==> config.mk <==
export PLATFORM = sky130hd
export DESIGN_NAME = magnetron_power_ctrl_flat
export DESIGN_NICKNAME = d
export VERILOG_FILES = /design/src/rtl/magnetron_pkg.sv /design/src/rtl/magnetron_power_ctrl_if.sv /design/src/rtl/pwm_phase_gen.sv /design/src/rtl/magnetron_power_ctrl.sv /design/src/flat_wrapper.sv
export SDC_FILE = /design/constraint.sdc
export NUM_CORES = 1
export LEC_CHECK = 0
export CAP_MARGIN = 30
export CORE_ASPECT_RATIO = 0.8
export CORE_UTILIZATION = 51
export CTS_CLUSTER_DIAMETER = 80
export DETAILED_ROUTE_END_ITERATION = 6
export DONT_BUFFER_PORTS = 1
export PLACE_DENSITY_LB_ADDON = 0.1
export SYNTH_ARGS = -nofsm -noshare
export SYNTH_HDL_FRONTEND = slang
export SYNTH_SLANG_ARGS = --single-unit
==> constraint.sdc <==
create_clock -name clk -period 5.2 [get_ports clk]
set_input_delay 1.04 -clock clk [delete_from_list [all_inputs] [get_ports clk]]
set_output_delay 1.04 -clock clk [all_outputs]
set_load 0.01 [all_outputs]
==> src/rtl/magnetron_pkg.sv <==
// Shared definitions for the magnetron controller, display and timer blocks.
package magnetron_pkg;

    typedef enum logic [1:0] {
        IDLE  = 2'd0,
        COOK  = 2'd1,
        PAUSE = 2'd2,
        DONE  = 2'd3
    } state_t;

    // Clamp a requested power level to the highest supported level.
    function automatic int unsigned sat_level(input int unsigned req, input int unsigned max_lvl);
        return (req > max_lvl) ? max_lvl : req;
    endfunction

endpackage

==> src/rtl/magnetron_power_ctrl_if.sv <==
// Keypad/timer side signals and magnetron driver outputs of the power controller.
interface magnetron_power_ctrl_if #(
    parameter int LEVELS = 5
);
    localparam int LW = $clog2(LEVELS + 1);

    logic          startn;
    logic          stopn;
    logic          clearn;
    logic          door_closed;
    logic          timer_done;
    logic [LW-1:0] power_level;
    logic          mag_on;
    logic          cooking;
    logic          paused;
    logic          done_beep;

    modport master (
        output startn, stopn, clearn, door_closed, timer_done, power_level,
        input  mag_on, cooking, paused, done_beep
    );

    modport slave (
        input  startn, stopn, clearn, door_closed, timer_done, power_level,
        output mag_on, cooking, paused, done_beep
    );
endinterface

==> src/rtl/pwm_phase_gen.sv <==
// Modulation phase counter, power level latch and duty compare.
// on_now reports whether the magnetron should be on after the coming edge.
module pwm_phase_gen
    import magnetron_pkg::*;
#(
    parameter int PERIOD = 10,
    parameter int LEVELS = 5
) (
    input  logic                           clk,
    input  logic                           rst,
    input  logic                           cook_next,
    input  logic                           cook_entry,
    input  logic [$clog2(LEVELS+1)-1:0]    power_level,
    output logic                           on_now
);
    localparam int STEP = PERIOD / LEVELS;
    localparam int PW   = $clog2(PERIOD);
    localparam int LW   = $clog2(LEVELS + 1);

    logic [PW-1:0] phase_q, phase_d;
    logic [LW-1:0] lvl_q, lvl_d;
    logic [LW-1:0] lvl_sat;
    logic          wrap;
    logic [31:0]   on_cycles;

    assign lvl_sat = LW'(sat_level(32'(power_level), LEVELS));
    assign wrap    = (phase_q == PW'(PERIOD - 1));

    // Next phase/level; the compare uses the post-edge values so mag_on is aligned with phase.
    always_comb begin
        phase_d = '0;
        lvl_d   = lvl_q;
        if (cook_entry) begin
            lvl_d = lvl_sat;
        end else if (cook_next) begin
            phase_d = wrap ? '0 : phase_q + 1'b1;
            if (wrap) begin
                lvl_d = lvl_sat;
            end
        end
        on_cycles = 32'(lvl_d) * 32'(STEP);
        on_now    = cook_next && (32'(phase_d) < on_cycles);
    end

    // Phase and level registers.
    always_ff @(posedge clk) begin
        if (rst) begin
            phase_q <= '0;
            lvl_q   <= '0;
        end else begin
            phase_q <= phase_d;
            lvl_q   <= lvl_d;
        end
    end
endmodule

==> src/rtl/magnetron_power_ctrl.sv <==
// Magnetron power controller: cook/pause/done FSM, start edge detector,
// end-of-cook beep timer and duty-cycled magnetron enable.
module magnetron_power_ctrl
    import magnetron_pkg::*;
#(
    parameter int PERIOD      = 10,
    parameter int LEVELS      = 5,
    parameter int BEEP_CYCLES = 4
) (
    input  logic                   clk,
    input  logic                   rst,
    magnetron_power_ctrl_if.slave  bus
);
    localparam int BW = $clog2(BEEP_CYCLES + 1);

    state_t        state, state_d;
    logic          startn_q;
    logic          start_evt;
    logic          on_now;
    logic [BW-1:0] beep_cnt;

    assign start_evt = startn_q & ~bus.startn;

    // Next state; DONE only listens to clear and its own beep countdown.
    always_comb begin
        state_d = state;
        if (state == DONE) begin
            if (!bus.clearn || beep_cnt == '0) begin
                state_d = IDLE;
            end
        end else if (!bus.clearn) begin
            state_d = IDLE;
        end else if (!bus.stopn) begin
            if (state == COOK) begin
                state_d = PAUSE;
            end else if (state == PAUSE) begin
                state_d = IDLE;
            end
        end else if (bus.timer_done && (state == COOK || state == PAUSE)) begin
            state_d = DONE;
        end else if (!bus.door_closed && state == COOK) begin
            state_d = PAUSE;
        end else if (start_evt && bus.door_closed && (state == IDLE || state == PAUSE)) begin
            state_d = COOK;
        end
    end

    pwm_phase_gen #(
        .PERIOD (PERIOD),
        .LEVELS (LEVELS)
    ) u_pwm (
        .clk         (clk),
        .rst         (rst),
        .cook_next   (state_d == COOK),
        .cook_entry  (state_d == COOK && state != COOK),
        .power_level (bus.power_level),
        .on_now      (on_now)
    );

    // State, edge detector, beep counter and registered outputs.
    always_ff @(posedge clk) begin
        if (rst) begin
            state         <= IDLE;
            startn_q      <= 1'b1;
            beep_cnt      <= '0;
            bus.mag_on    <= 1'b0;
            bus.cooking   <= 1'b0;
            bus.paused    <= 1'b0;
            bus.done_beep <= 1'b0;
        end else begin
            state    <= state_d;
            startn_q <= bus.startn;
            if (state_d == DONE && state != DONE) begin
                beep_cnt <= BW'(BEEP_CYCLES - 1);
            end else if (state == DONE && beep_cnt != '0) begin
                beep_cnt <= beep_cnt - 1'b1;
            end
            bus.mag_on    <= on_now && bus.door_closed;
            bus.cooking   <= (state_d == COOK);
            bus.paused    <= (state_d == PAUSE);
            bus.done_beep <= (state_d == DONE);
        end
    end
endmodule

==> src/flat_wrapper.sv <==
// flat-port wrapper written by rule: the top's interface ports become plain ports
module magnetron_power_ctrl_flat import magnetron_pkg::*;
#(
    parameter int PERIOD      = 10,
    parameter int LEVELS      = 5,
    parameter int BEEP_CYCLES = 4
)
  (clk, rst, bus_startn, bus_stopn, bus_clearn, bus_door_closed, bus_timer_done, bus_power_level, bus_mag_on, bus_cooking, bus_paused, bus_done_beep);
  magnetron_power_ctrl_if #(.LEVELS(LEVELS)) bus_i ();
  input  logic clk;
  input  logic rst;
  input wire logic [$bits(bus_i.startn)-1:0] bus_startn;
  input wire logic [$bits(bus_i.stopn)-1:0] bus_stopn;
  input wire logic [$bits(bus_i.clearn)-1:0] bus_clearn;
  input wire logic [$bits(bus_i.door_closed)-1:0] bus_door_closed;
  input wire logic [$bits(bus_i.timer_done)-1:0] bus_timer_done;
  input wire logic [$bits(bus_i.power_level)-1:0] bus_power_level;
  output wire logic [$bits(bus_i.mag_on)-1:0] bus_mag_on;
  output wire logic [$bits(bus_i.cooking)-1:0] bus_cooking;
  output wire logic [$bits(bus_i.paused)-1:0] bus_paused;
  output wire logic [$bits(bus_i.done_beep)-1:0] bus_done_beep;
  assign bus_i.startn = bus_startn;
  assign bus_i.stopn = bus_stopn;
  assign bus_i.clearn = bus_clearn;
  assign bus_i.door_closed = bus_door_closed;
  assign bus_i.timer_done = bus_timer_done;
  assign bus_i.power_level = bus_power_level;
  assign bus_mag_on = bus_i.mag_on;
  assign bus_cooking = bus_i.cooking;
  assign bus_paused = bus_i.paused;
  assign bus_done_beep = bus_i.done_beep;
  magnetron_power_ctrl #(.PERIOD(PERIOD), .LEVELS(LEVELS), .BEEP_CYCLES(BEEP_CYCLES)) u_core (.clk(clk), .rst(rst), .bus(bus_i));
endmodule
==> out/metrics.cfg <==
[setup_path]
startpoint_type=flop
critPathMaxFanout=6
end_kind=flop
setup.worst_path.start=u_core.state[0]
cpMaxStageDelayCell=dfxtp_1
crit_top_cell=ha_1
r2r_slack_ns=2.31
cp.required_ns=5.45
max_stage_delay_ns=0.47
crit_type=reg2reg
arrival_ns=3.13
crit_path_cell_trace=inv_1 > ha_1 > a21boi_1 > a211o_1 > o211ai_4 > a211oi_2 > mux2i_1 > ha_1 > a211oi_1 > o211a_1
path_buf_inv=1
r2r-start=u_core.state[0]
path_delay_family=compound AO/OA/AOI/OAI gates

[timing]
tightest_slew_ns=0.459
layout_setup_ws_ns=2.31
hold_violations=0
slew_viol_final=0
period_needed_ns=2.89
slew_headroom=0.693
setup_tns_ns=0
setup_viol=0
fin_worst_skew_ns=0.0123
clock.fmax_ghz=0.346
rsz0062_at_grt=false
post-route-period-util=0.555

[final_layout]
instances_no_fill=129
insertedDiodeCount=0
area_growth_pct=5.31
nNetsFinal=129
postLayoutCellArea_mm2=0.00102
final_common_cell=dfxtp_1
layout_common_cells=dfxtp_1 (17), nor2_1 (11), ha_1 (11), inv_1 (8), nand2_1 (7)
drive_above_1_share=0.112

[global_route]
antenna_found_initial=0
grt_pass1_vias=605
grt_max_degree=12
grt_first_pass_wirelength_um=2660
grt.overflow.total=0
grt.total_usage=0.185

[power]
combPwrFrac=0.123
p_switching_uw=62.0
ir_drop_uv=184
p_sw_frac=0.261
p_seq_frac=0.578
power_uw=237
leakage_nw=0.436
p_int_uw=175
clkPwrFrac=0.299
power_density_mw_per_mm2=233

[cts]
cts_tree=done
holdBufCountCts=0
cts_resized=0
path_clk_slew_ns=0.11
clock_latency_ns=0.30
htreeDepth=1
cts_root_buffer=clkbuf_4
cts.sinks=17
cts_buffers=3
cts_buffer_depth=2
cts_setup_buffers=0

[yosys]
ys_top_cells_by_area=dfxtp_1 (35%), ha_1 (14%), nor2_1 (4.3%)
ys_ff_latch=17
syn_inst=104
synth_xor_area_frac=0.0363
synth_top_family_by_area=simple AND/OR/NAND/NOR gates
synth_mux_area_frac=0.0311
synth_top_area_share=0.352
synthSimpleGateAreaFrac=0.237
synth_edf_count=0
ys_types=34
synth_nets=125
syn_area_um2=966
synth_fa_ha_area_frac=0.142
synth_area_leader_cell=dfxtp_1
yosysSeqAreaShare=0.352
synth.avg_cell_area_um2=9.29
ys.flop_type=dfxtp_1
async_flop_share=0
synth_compound_area_frac=0.166
ys_warn_count=0

[place]
place_ws_ns=2.16
port_buffers=0
dp_cells=125
hpwl_um=1280
dpl_cell_area_um2=990
place_congestion=0.852

[die]
rows=13
io_pins=14
die_w_um=50.7
coreArea_mm2=0.00169
dieArea_mm2=0.00207
die_h_um=40.9
start_util=0.571

[drt]
dr.pass1.iters=4
vias=707
drt-initial-drc-count=18
drtAntennaViolNets=0
drc_errors=0
wl_um=1680
post_drt_via_cell_ratio=5.48
wl_per_cell_um=13.0

[status]
status=completed

[job]
max_cap_violations=0

[worst_hold_path]
min-delay-path-class=reg2reg
hold_start=u_core.u_pwm.phase_q[0]

logic make-up after synthesis:
kind of cell,after synthesis
buffers and inverters,9
XOR/XNOR,4
flip-flops,17
AO/OA/AOI/OAI,19
multiplexers,3
AND/OR/NAND/NOR,41
adder cells (fa/ha/maj),11
final timing paths:
| check | endpoint | depth (start not counted) |
|---|---|---|
| worst min-delay path | u_core.u_pwm.phase_q[0] | 1 |
| worst max register to register | u_core.bus.mag_on | 10 |
| worst max-delay path | u_core.bus.mag_on | 10 |
| worst min register to register | u_core.u_pwm.phase_q[0] | 1 |
cells in the mapped netlist (all sizes together) (3+ instances only):
cell type / count
dfxtp: 17
nand3: 3
nand2b: 3
a21oi: 3
and2: 3
nor2b: 5
mux2i: 3
nor3: 4
nand2: 7
inv: 8
ha: 11
a211oi: 3
nor2: 11
xor2: 3
power by group through the flow:
stage | Clock [mW] | Sequential (mW) | Combinational [mW]
after global placement | 0 | 0.140 | 0.0285
after detailed placement | 0 | 0.140 | 0.0291
after CTS | 0.0718 | 0.137 | 0.0294
final | 0.0711 | 0.137 | 0.0292
after global routing | 0.0792 | 0.138 | 0.0328
after floorplan | 0 | 0.139 | 0.0254
stage by stage:
stage / hold WS [ns] / utilization
final: 0.491 / 0.601
after global placement: 0.457 / 0.585
after CTS: 0.488 / 0.601
after detailed placement: 0.464 / 0.585
after floorplan: 0.440 / -
after global routing: 0.506 / 0.601
flip-flops by register name, summed over array words and instances, names as in the netlist:
signal and count:
u_core.beep_cnt 3, u_core.bus.cooking 1, u_core.bus.done_beep 1, u_core.bus.mag_on 1, u_core.bus.paused 1, u_core.startn_q 1, u_core.state 2, u_core.u_pwm.lvl_q 3
u_core.u_pwm.phase_q 4
final cells by class:
| class | instances | area (µm²) |
|---|---|---|
| Fill cell | 174 | 674 |
| Multi-Input combinational cell | 78 | 592 |
| Sequential cell | 17 | 340 |
| Inverter | 8 | 30.0 |
| Tap cell | 22 | 27.5 |
| Clock buffer | 3 | 22.5 |
| Clock inverter | 1 | 5.00 |
metal layers:
| metal | GRT usage | wire (µm) |
|---|---|---|
| met5 | 0 | 0 |
| met4 | 0.0694 | 10 |
| met3 | 0.0704 | 78 |
| met2 | 0.273 | 718 |
| met1 | 0.245 | 874 |
No activity file was read; power rests on OpenSTA's default activity.
